**config.mk**
```make
export PLATFORM = sky130hd
export DESIGN_NAME = key_cmd_frontend_flat
export DESIGN_NICKNAME = d
export VERILOG_FILES = /design/src/rtl/key_cmd_frontend_if.sv /design/src/rtl/key_cmd_frontend.sv /design/src/flat_wrapper.sv
export SDC_FILE = /design/constraint.sdc
export NUM_CORES = 1
export LEC_CHECK = 0
export BUFFER_PORTS_ARGS = -buffer_cell sky130_fd_sc_hd__clkbuf_2
export CELL_PAD_IN_SITES_DETAIL_PLACEMENT = 0
export CELL_PAD_IN_SITES_GLOBAL_PLACEMENT = 1
export CORE_ASPECT_RATIO = 0.9
export CORE_MARGIN = 2
export CORE_UTILIZATION = 50
export DETAILED_ROUTE_END_ITERATION = 10
export PLACE_DENSITY = 0.87
export SKIP_CTS_REPAIR_TIMING = 1
export SLEW_MARGIN = 0
export SYNTH_ARGS = -nofsm -noshare
export SYNTH_HDL_FRONTEND = slang
export SYNTH_SLANG_ARGS = --single-unit
```
**constraint.sdc**
```tcl
create_clock -name clk -period 5.32 [get_ports clk]
set_clock_uncertainty 0.15 [all_clocks]
set_input_delay 0.798 -clock clk [delete_from_list [all_inputs] [get_ports clk]]
set_output_delay 0.798 -clock clk [all_outputs]
set_load 0.01 [all_outputs]
```
**src/rtl/key_cmd_frontend_if.sv**
```systemverilog
// key_cmd_frontend_if: key/switch inputs, tree status and
// command outputs between the board front end and the tree store.
interface key_cmd_frontend_if #(
    parameter int DATA_W = 4
);
    logic [2:0]        k_raw;
    logic [DATA_W-1:0] sw;
    logic              buf_full;
    logic              buf_empty;
    logic              op_done;
    logic              cmd_find;
    logic              cmd_insert;
    logic              cmd_remove;
    logic [DATA_W-1:0] cmd_data;
    logic              busy;
    logic              err;
    logic [1:0]        err_code;
    logic [7:0]        cmd_count;

    modport master (
        input  k_raw, sw, buf_full, buf_empty, op_done,
        output cmd_find, cmd_insert, cmd_remove, cmd_data,
        output busy, err, err_code, cmd_count
    );

    modport slave (
        output k_raw, sw, buf_full, buf_empty, op_done,
        input  cmd_find, cmd_insert, cmd_remove, cmd_data,
        input  busy, err, err_code, cmd_count
    );
endinterface

```
**src/rtl/key_cmd_frontend.sv**
```systemverilog
// key_cmd_frontend: debounces push buttons into single-cycle
// tree commands, one outstanding, with error and op counting.
module key_cmd_frontend #(
    parameter int DEBOUNCE_CYCLES = 16,
    parameter int DATA_W          = 4,
    parameter int TIMEOUT_CYCLES  = 255
) (
    input  logic               clk,
    input  logic               rst,
    key_cmd_frontend_if.master bus
);
    typedef enum logic [1:0] {S_IDLE, S_ISSUE, S_WAIT} state_t;

    localparam logic [7:0]  DB_LAST = 8'(DEBOUNCE_CYCLES - 1);
    localparam logic [15:0] TO_LAST = 16'(TIMEOUT_CYCLES - 1);

    logic [2:0]        r_sync1, r_sync2, r_deb, r_deb_d, r_press;
    logic [7:0]        r_db_cnt [3];
    state_t            r_state, w_state_nxt;
    logic [2:0]        r_op, w_op_nxt, w_sel;
    logic [DATA_W-1:0] r_data, w_data_nxt;
    logic              r_err, w_err_nxt;
    logic [1:0]        r_code, w_code_nxt;
    logic [7:0]        r_count, w_count_nxt;
    logic [15:0]       r_to, w_to_nxt;

    // Sync, debounce and rising-edge detect, bitwise per key
    always_ff @(posedge clk or posedge rst) begin
        if (rst) begin
            r_sync1 <= '0;
            r_sync2 <= '0;
            r_deb   <= '0;
            r_deb_d <= '0;
            r_press <= '0;
            for (int i = 0; i < 3; i++) r_db_cnt[i] <= '0;
        end else begin
            r_sync1 <= bus.k_raw;
            r_sync2 <= r_sync1;
            r_deb_d <= r_deb;
            r_press <= r_deb & ~r_deb_d;
            for (int i = 0; i < 3; i++) begin
                if (r_sync2[i] == r_deb[i]) begin
                    r_db_cnt[i] <= '0;
                end else if (r_db_cnt[i] == DB_LAST) begin
                    r_deb[i]    <= r_sync2[i];
                    r_db_cnt[i] <= '0;
                end else begin
                    r_db_cnt[i] <= r_db_cnt[i] + 8'd1;
                end
            end
        end
    end

    always_ff @(posedge clk or posedge rst) begin
        if (rst) begin
            r_state <= S_IDLE;
            r_op    <= '0;
            r_data  <= '0;
            r_err   <= 1'b0;
            r_code  <= '0;
            r_count <= '0;
            r_to    <= '0;
        end else begin
            r_state <= w_state_nxt;
            r_op    <= w_op_nxt;
            r_data  <= w_data_nxt;
            r_err   <= w_err_nxt;
            r_code  <= w_code_nxt;
            r_count <= w_count_nxt;
            r_to    <= w_to_nxt;
        end
    end

    always_comb begin
        w_state_nxt = r_state;
        w_op_nxt    = r_op;
        w_data_nxt  = r_data;
        w_err_nxt   = r_err;
        w_code_nxt  = r_code;
        w_count_nxt = r_count;
        w_to_nxt    = r_to;
        // one-hot {remove, insert, find}; insert > remove > find
        if (r_press[1])      w_sel = 3'b010;
        else if (r_press[2]) w_sel = 3'b100;
        else if (r_press[0]) w_sel = 3'b001;
        else                 w_sel = 3'b000;
        unique case (r_state)
            S_IDLE: begin
                if (w_sel != 3'b000) begin
                    if (w_sel[1] && bus.buf_full) begin
                        w_err_nxt  = 1'b1;
                        w_code_nxt = 2'd1;
                    end else if (!w_sel[1] && bus.buf_empty) begin
                        w_err_nxt  = 1'b1;
                        w_code_nxt = 2'd2;
                    end else begin
                        w_op_nxt    = w_sel;
                        w_data_nxt  = bus.sw;
                        w_err_nxt   = 1'b0;
                        w_code_nxt  = 2'd0;
                        w_state_nxt = S_ISSUE;
                    end
                end
            end
            S_ISSUE: begin
                w_to_nxt    = '0;
                w_state_nxt = S_WAIT;
            end
            S_WAIT: begin
                if (bus.op_done) begin
                    w_state_nxt = S_IDLE;
                    w_count_nxt = r_count + 8'd1;
                end else if (r_to == TO_LAST) begin
                    w_state_nxt = S_IDLE;
                    w_err_nxt   = 1'b1;
                    w_code_nxt  = 2'd3;
                end else begin
                    w_to_nxt = r_to + 16'd1;
                end
            end
            default: w_state_nxt = S_IDLE;
        endcase
    end

    assign bus.cmd_find   = (r_state == S_ISSUE) & r_op[0];
    assign bus.cmd_insert = (r_state == S_ISSUE) & r_op[1];
    assign bus.cmd_remove = (r_state == S_ISSUE) & r_op[2];
    assign bus.cmd_data   = r_data;
    assign bus.busy       = (r_state != S_IDLE);
    assign bus.err        = r_err;
    assign bus.err_code   = r_code;
    assign bus.cmd_count  = r_count;
endmodule

```
**src/flat_wrapper.sv**
```systemverilog
// flat-port wrapper written by rule: the top's interface ports become plain ports
module key_cmd_frontend_flat 
#(
    parameter int DEBOUNCE_CYCLES = 16,
    parameter int DATA_W          = 4,
    parameter int TIMEOUT_CYCLES  = 255
)
  (clk, rst, bus_k_raw, bus_sw, bus_buf_full, bus_buf_empty, bus_op_done, bus_cmd_find, bus_cmd_insert, bus_cmd_remove, bus_cmd_data, bus_busy, bus_err, bus_err_code, bus_cmd_count);
  key_cmd_frontend_if #(.DATA_W(DATA_W)) bus_i ();
  input  logic clk;
  input  logic rst;
  input wire logic [$bits(bus_i.k_raw)-1:0] bus_k_raw;
  input wire logic [$bits(bus_i.sw)-1:0] bus_sw;
  input wire logic [$bits(bus_i.buf_full)-1:0] bus_buf_full;
  input wire logic [$bits(bus_i.buf_empty)-1:0] bus_buf_empty;
  input wire logic [$bits(bus_i.op_done)-1:0] bus_op_done;
  output wire logic [$bits(bus_i.cmd_find)-1:0] bus_cmd_find;
  output wire logic [$bits(bus_i.cmd_insert)-1:0] bus_cmd_insert;
  output wire logic [$bits(bus_i.cmd_remove)-1:0] bus_cmd_remove;
  output wire logic [$bits(bus_i.cmd_data)-1:0] bus_cmd_data;
  output wire logic [$bits(bus_i.busy)-1:0] bus_busy;
  output wire logic [$bits(bus_i.err)-1:0] bus_err;
  output wire logic [$bits(bus_i.err_code)-1:0] bus_err_code;
  output wire logic [$bits(bus_i.cmd_count)-1:0] bus_cmd_count;
  assign bus_i.k_raw = bus_k_raw;
  assign bus_i.sw = bus_sw;
  assign bus_i.buf_full = bus_buf_full;
  assign bus_i.buf_empty = bus_buf_empty;
  assign bus_i.op_done = bus_op_done;
  assign bus_cmd_find = bus_i.cmd_find;
  assign bus_cmd_insert = bus_i.cmd_insert;
  assign bus_cmd_remove = bus_i.cmd_remove;
  assign bus_cmd_data = bus_i.cmd_data;
  assign bus_busy = bus_i.busy;
  assign bus_err = bus_i.err;
  assign bus_err_code = bus_i.err_code;
  assign bus_cmd_count = bus_i.cmd_count;
  key_cmd_frontend #(.DEBOUNCE_CYCLES(DEBOUNCE_CYCLES), .DATA_W(DATA_W), .TIMEOUT_CYCLES(TIMEOUT_CYCLES)) u_core (.clk(clk), .rst(rst), .bus(bus_i));
endmodule
```
; ---- Yosys cells after proc, flatten, opt, wreduce, memory -nomap -nowiden
; Index checks and enable logic that the tools add are counted.
[totals]
regBits = 75
inputBits = 12
output_inout_bits = 19
word_cells = 94
[op_classes]
addsub = 5
n_eq_ne = 16
muxes = 30
bitwise = 10
reduce_logical = 16
[ops]
columns = operator, n
row1 = 8-bit two-way mux, 6
row2 = 8-bit by 1-bit adder with 8-bit output (second input constant), 4
row3 = 16-bit two-way mux, 2
row4 = 16-bit one-hot mux with 2 select lines, 1
row5 = 8-bit by 4-bit equality test with 1-bit output (second input constant), 3
row6 = 2-bit two-way mux, 10
row7 = 16-bit by 1-bit adder with 16-bit output (second input constant), 1
row8 = 16-bit by 8-bit equality test with 1-bit output (second input constant), 1
row9 = 4-bit AND reduction, 3
row10 = 2-bit != test (second input constant), 4
row11 = 2-bit AND reduction, 4
row12 = 1-bit two-way mux, 6
row13 = 3-bit two-way mux, 2
row14 = 2-bit one-hot mux with 3 select lines, 1
row15 = 2-bit nonzero test, 3
row16 = 1-bit NOT, 5
row17 = 2-bit by 1-bit != test with 1-bit output (second input constant), 2
row18 = 2-bit one-hot mux with 2 select lines, 1
row19 = 1-bit bitwise AND, 3
row20 = 3-bit bitwise AND, 1
row21 = 1-bit equality test, 3
row22 = 3-bit by 2-bit != test with 1-bit output (second input constant), 1
row23 = 3-bit NOT, 1
row24 = 3-bit AND reduction, 1
row25 = other kinds (7), 8

; ---- Logic depth before layout (Yosys ltp)
[depth]
word_depth = 9
depth_mapped = 9
ltp_nobuf = 7

; ---- Least setup slack after synthesis
; OpenSTA, ideal clock, no wires.
[synth_timing]
path_kind = register to register
startpoint = register u_core.r_to[12]
endpoint = register u_core.r_to[12]
setup_time_ns = 0.126
arrival_time_ns = 2.082
required_ns = 5.044
setup_slack_ns = 2.962
path_stages_with_launch = 8
n_path_buf = 2
period_less_slack_ns = 2.358
path_cell_list = dfrtp_1 or4_1 or4_4 buf_6 nand2_2 buf_6 nor3_1 a311o_1
[synth_via]
elab_chain_len = 4
elab_cells_between_ends = 7
cone_classes = add/sub: 1 / eq/ne: 2 / mux: 3 / reduce/logical: 1
[synth_rtl]
columns = element, line
row1 = "start, declared", key_cmd_frontend.sv:25  ; logic [15:0] r_to, w_to_nxt;
row2 = "start signal, assigned", key_cmd_frontend.sv:70  ; r_to <= w_to_nxt;
row3 = 16-bit by 1-bit adder with 16-bit output, key_cmd_frontend.sv:118  ; w_to_nxt = r_to + 16'd1;
row4 = 16-bit two-way mux, key_cmd_frontend.sv:113  ; end else if (r_to == TO_LAST) begin
row5 = 16-bit two-way mux, key_cmd_frontend.sv:110  ; if (bus.op_done) begin
row6 = 16-bit one-hot mux with 2 select lines, key_cmd_frontend.sv:87  ; unique case (r_state)
; Parallel ways exist; a longest one is shown, timed or not. The select of a mux whose other input is x is not followed.
; A chain may end at the register's enable or synchronous reset.

; ---- Worst setup path in the final report
[layout_timing]
startpoint = register u_core.r_state[0]
endpoint = output bus_cmd_remove
[layout_via]
elab_chain_len = 2
[layout_rtl]
columns = element, line
row1 = "start, declared", key_cmd_frontend.sv:19  ; state_t r_state, w_state_nxt;
row2 = "start signal, assigned", key_cmd_frontend.sv:64  ; r_state <= w_state_nxt;
row3 = 2-bit by 1-bit equality test with 1-bit output, key_cmd_frontend.sv:127  ; assign bus.cmd_remove = (r_state == S_ISSUE) & r_op[2];
row4 = 1-bit bitwise AND, key_cmd_frontend.sv:127
row5 = "end, declared", flat_wrapper.sv:19  ; output wire logic [$bits(bus_i.cmd_remove)-1:0] bus_cmd_remove;
; No other way between the ends.

==> impl_metrics.ini <==
[route]
first_pass_iters = 4
count_of_vias_placed_by_the_detailed_router = 2311
detail_route.drc_violations = 0
post_drt_wl_per_cell_um = 13.26
total_wirelength_of_the_detailed_routed_design_um = 5756
post_drt_via_cell_ratio = 5.325
ant_nets = 0
drt_iter0_markers = 72

[timing]
fmaxAchievable_mhz = 398.2
tightestPinTransition_ns = 0.7147
maxSlewHeadroom_pct = 52.25
grt_setup_unrepaired = false
setup_tns_ns = 0
final-setup-viol-count = 0
layout_min_cycle_time_ns = 2.511
hold_viol = 0
final.hold.worst_slack_ns = 0.2071
drv_slew = 0
final_worst_path_period_share_pct = 47.20

[floorplan]
dieWidth_um = 90.23
floorplan.die.height_um = 81.61
core_region_area_mm2 = 0.006516
die-area_mm2 = 0.007363
placement_rows = 28
design.portCount = 31
floorplan.initialDensity_pct = 51.34

[clock_network]
cts_max_path_buffers = 2
cts_root_buf = clkbuf_8
level_count_of_the_clock_h_tree = 3
clkTransAtPathRegs_ns = 0.07
cts_made_buffers = 9
clk-insertion-delay-late_ns = 0.34
cts.sink_count = 75
cts_tree = built

[grt]
first_global_vias = 2171
grt_max_degree = 49
overflow = 0
grt.total_usage_pct = 17.20
grt_antenna_before_repair = 0
grt_pass1_wl_um = 9956

[hold_path]
min-delay-path-class = flip-flop to flip-flop

[setup_path]
critical_path.max_stage_delay_ns = 0.46
kind_of_start_point_of_the_critical_path = flip-flop
critical_path_buf_inv_count = 2
critPathRequiredTime_ns = 4.37
timing.critical_path.slowest_stage_cell = dfrtp_1
crit_path_max_delay_family = simple AND/OR/NAND/NOR gates
critPathCaptureType = primary output
crit_fanout = 7
worst-setup-path-type = flip-flop to primary output
timing.critical_path.cells = inv_1, nor2_1, and2_1, clkbuf_2
cp_data_arrival_time_ns = 1.56

[cells_and_area]
diodes = 0
areaGrowthSynthToFinish_pct = 12.38
nNetsFinal = 360
drive_gt1_share_pct = 18.31
mostFrequentLayoutCells = dfrtp_1 (75), nor2_1 (33), nand2_1 (30), clkbuf_2 (30), nand3_1 (20)
most_common_cell_after_layout_fill_and_taps_aside = dfrtp_1

[placement]
gp_routability_congestion = 0.8537
hpwlAfterDp_um = 4024
place.port_buffers = 30

[power_and_ir_drop]
worst_ir_drop_vdd_mv = 0.1614
power.leakage_uw = 0.001816
power.density_cell_area_mw_per_mm2 = 279.5

[yosys]
synthesis.area_per_instance_um2 = 11.01
post_synth_instance_area_mm2 = 0.003346
edff_count_synth = 0
yosysUniqueCellTypes = 45
synth_flop_cell = dfrtp_1
synthesis.instances = 304
synth.yosys.seq_area_share_pct = 56.10
mappedNetlistNets = 322
synth_seq_cells = 75
ys.warnings.count = 0
synth_async_sr_flop_share_pct = 100.0

[job]
drv.max_cap_violation_count = 0

[run_status]
outcome = finished, final reports clean
registers in the layout, indices dropped and copies added (netlist names):
signal,cells
u_core.r_press,3
u_core.bus.err_code,2
u_core.bus.cmd_count,8
u_core.r_db_cnt,24
u_core.r_op,3
u_core.r_sync2,3
u_core.r_state,2
u_core.r_to,16
u_core.r_deb,3
u_core.bus.cmd_data,4
u_core.bus.err,1
u_core.r_sync1,3
u_core.r_deb_d,3
through the flow:
step,utilization (%),worst slack (ns),power [uW],cells,area (um2)
floorplan,-,2.462,642.0,304,3346
global placement,55.09,2.690,661.4,421,3590
detailed placement,55.09,2.600,663.5,421,3590
CTS,57.70,2.803,1063,434,3760
global route,57.70,2.673,1099,434,3760
finish,57.70,2.809,1051,434,3760
layer usage:
| metal | global-route usage (%) | vias to the layer above | part of all wire (%) |
|---|---|---|---|
| li1 | - | 1124 | - |
| met1 | 22.31 | 1130 | 47 |
| met2 | 28.35 | 50 | 47 |
| met3 | 4.495 | 7 | 4.6 |
| met4 | 6.462 | 0 | 1.2 |
| met5 | 0 | - | 0 |
kinds of logic (layout without fill, tap and decap cells):
logic type | after synthesis | in the layout | share of synthesized area, %
buffers and inverters | 11 | 51 | 1.683
adder cells (fa/ha/maj) | 6 | 6 | 2.244
AND/OR/NAND/NOR | 142 | 142 | 21.99
AO/OA/AOI/OAI | 23 | 23 | 4.862
XOR/XNOR | 33 | 33 | 8.639
multiplexers | 14 | 14 | 4.488
flip-flops | 75 | 75 | 56.10
area by class of cell:
| cell class | instances | area [um2] |
|---|---|---|
| clock inverters | 3 | 42.54 |
| fillers | 592 | 2756 |
| repair buffers | 32 | 165.2 |
| inverters | 6 | 22.52 |
| multi-input cells | 218 | 1413 |
| well taps | 90 | 112.6 |
| flip-flops and latches | 75 | 1877 |
| clock buffers | 10 | 127.6 |
cells in the mapped netlist, drive strengths merged (3+ instances only):
master	count	area share [%]
mux2	8	2.7
o21ai	7	1.0
dfrtp	75	56
and4	3	0.79
and2	9	1.7
nand4	8	1.5
or4	3	0.79
nand3	20	3.0
inv	6	0.67
xnor2	18	4.7
nor4	4	0.93
ha	6	2.2
nand3b	3	0.67
nor3	5	0.75
clkbuf	3	0.34
nand2	31	3.6
nor2	33	3.7
xor2	15	3.9
nor2b	4	0.75
mux2i	6	1.8
and3	11	2.1
report_power, final:
group | internal, uW | switching, uW
sequential | 585 | 15.0
clock | 208 | 191
combinational | 20.9 | 30.3
total | 814 | 236
final timing paths:
path / startpoint / depth (start not counted) / slack, ns / endpoint
hold / removal: u_core.r_sync1[0] / 0 / 0.21 / u_core.r_sync2[0]
hold reg to reg: u_core.r_sync1[0] / 0 / 0.21 / u_core.r_sync2[0]
setup / recovery: u_core.r_state[0] / 4 / 2.81 / bus_cmd_remove
setup reg to reg: u_core.r_to[12] / 5 / 2.87 / u_core.r_to[12]
max in group asynchronous: rst / 3 / 3.68 / u_core.r_to[5]
min in group asynchronous: rst / 2 / 0.34 / u_core.r_sync2[1]
(Power assumes the default switching activity.)
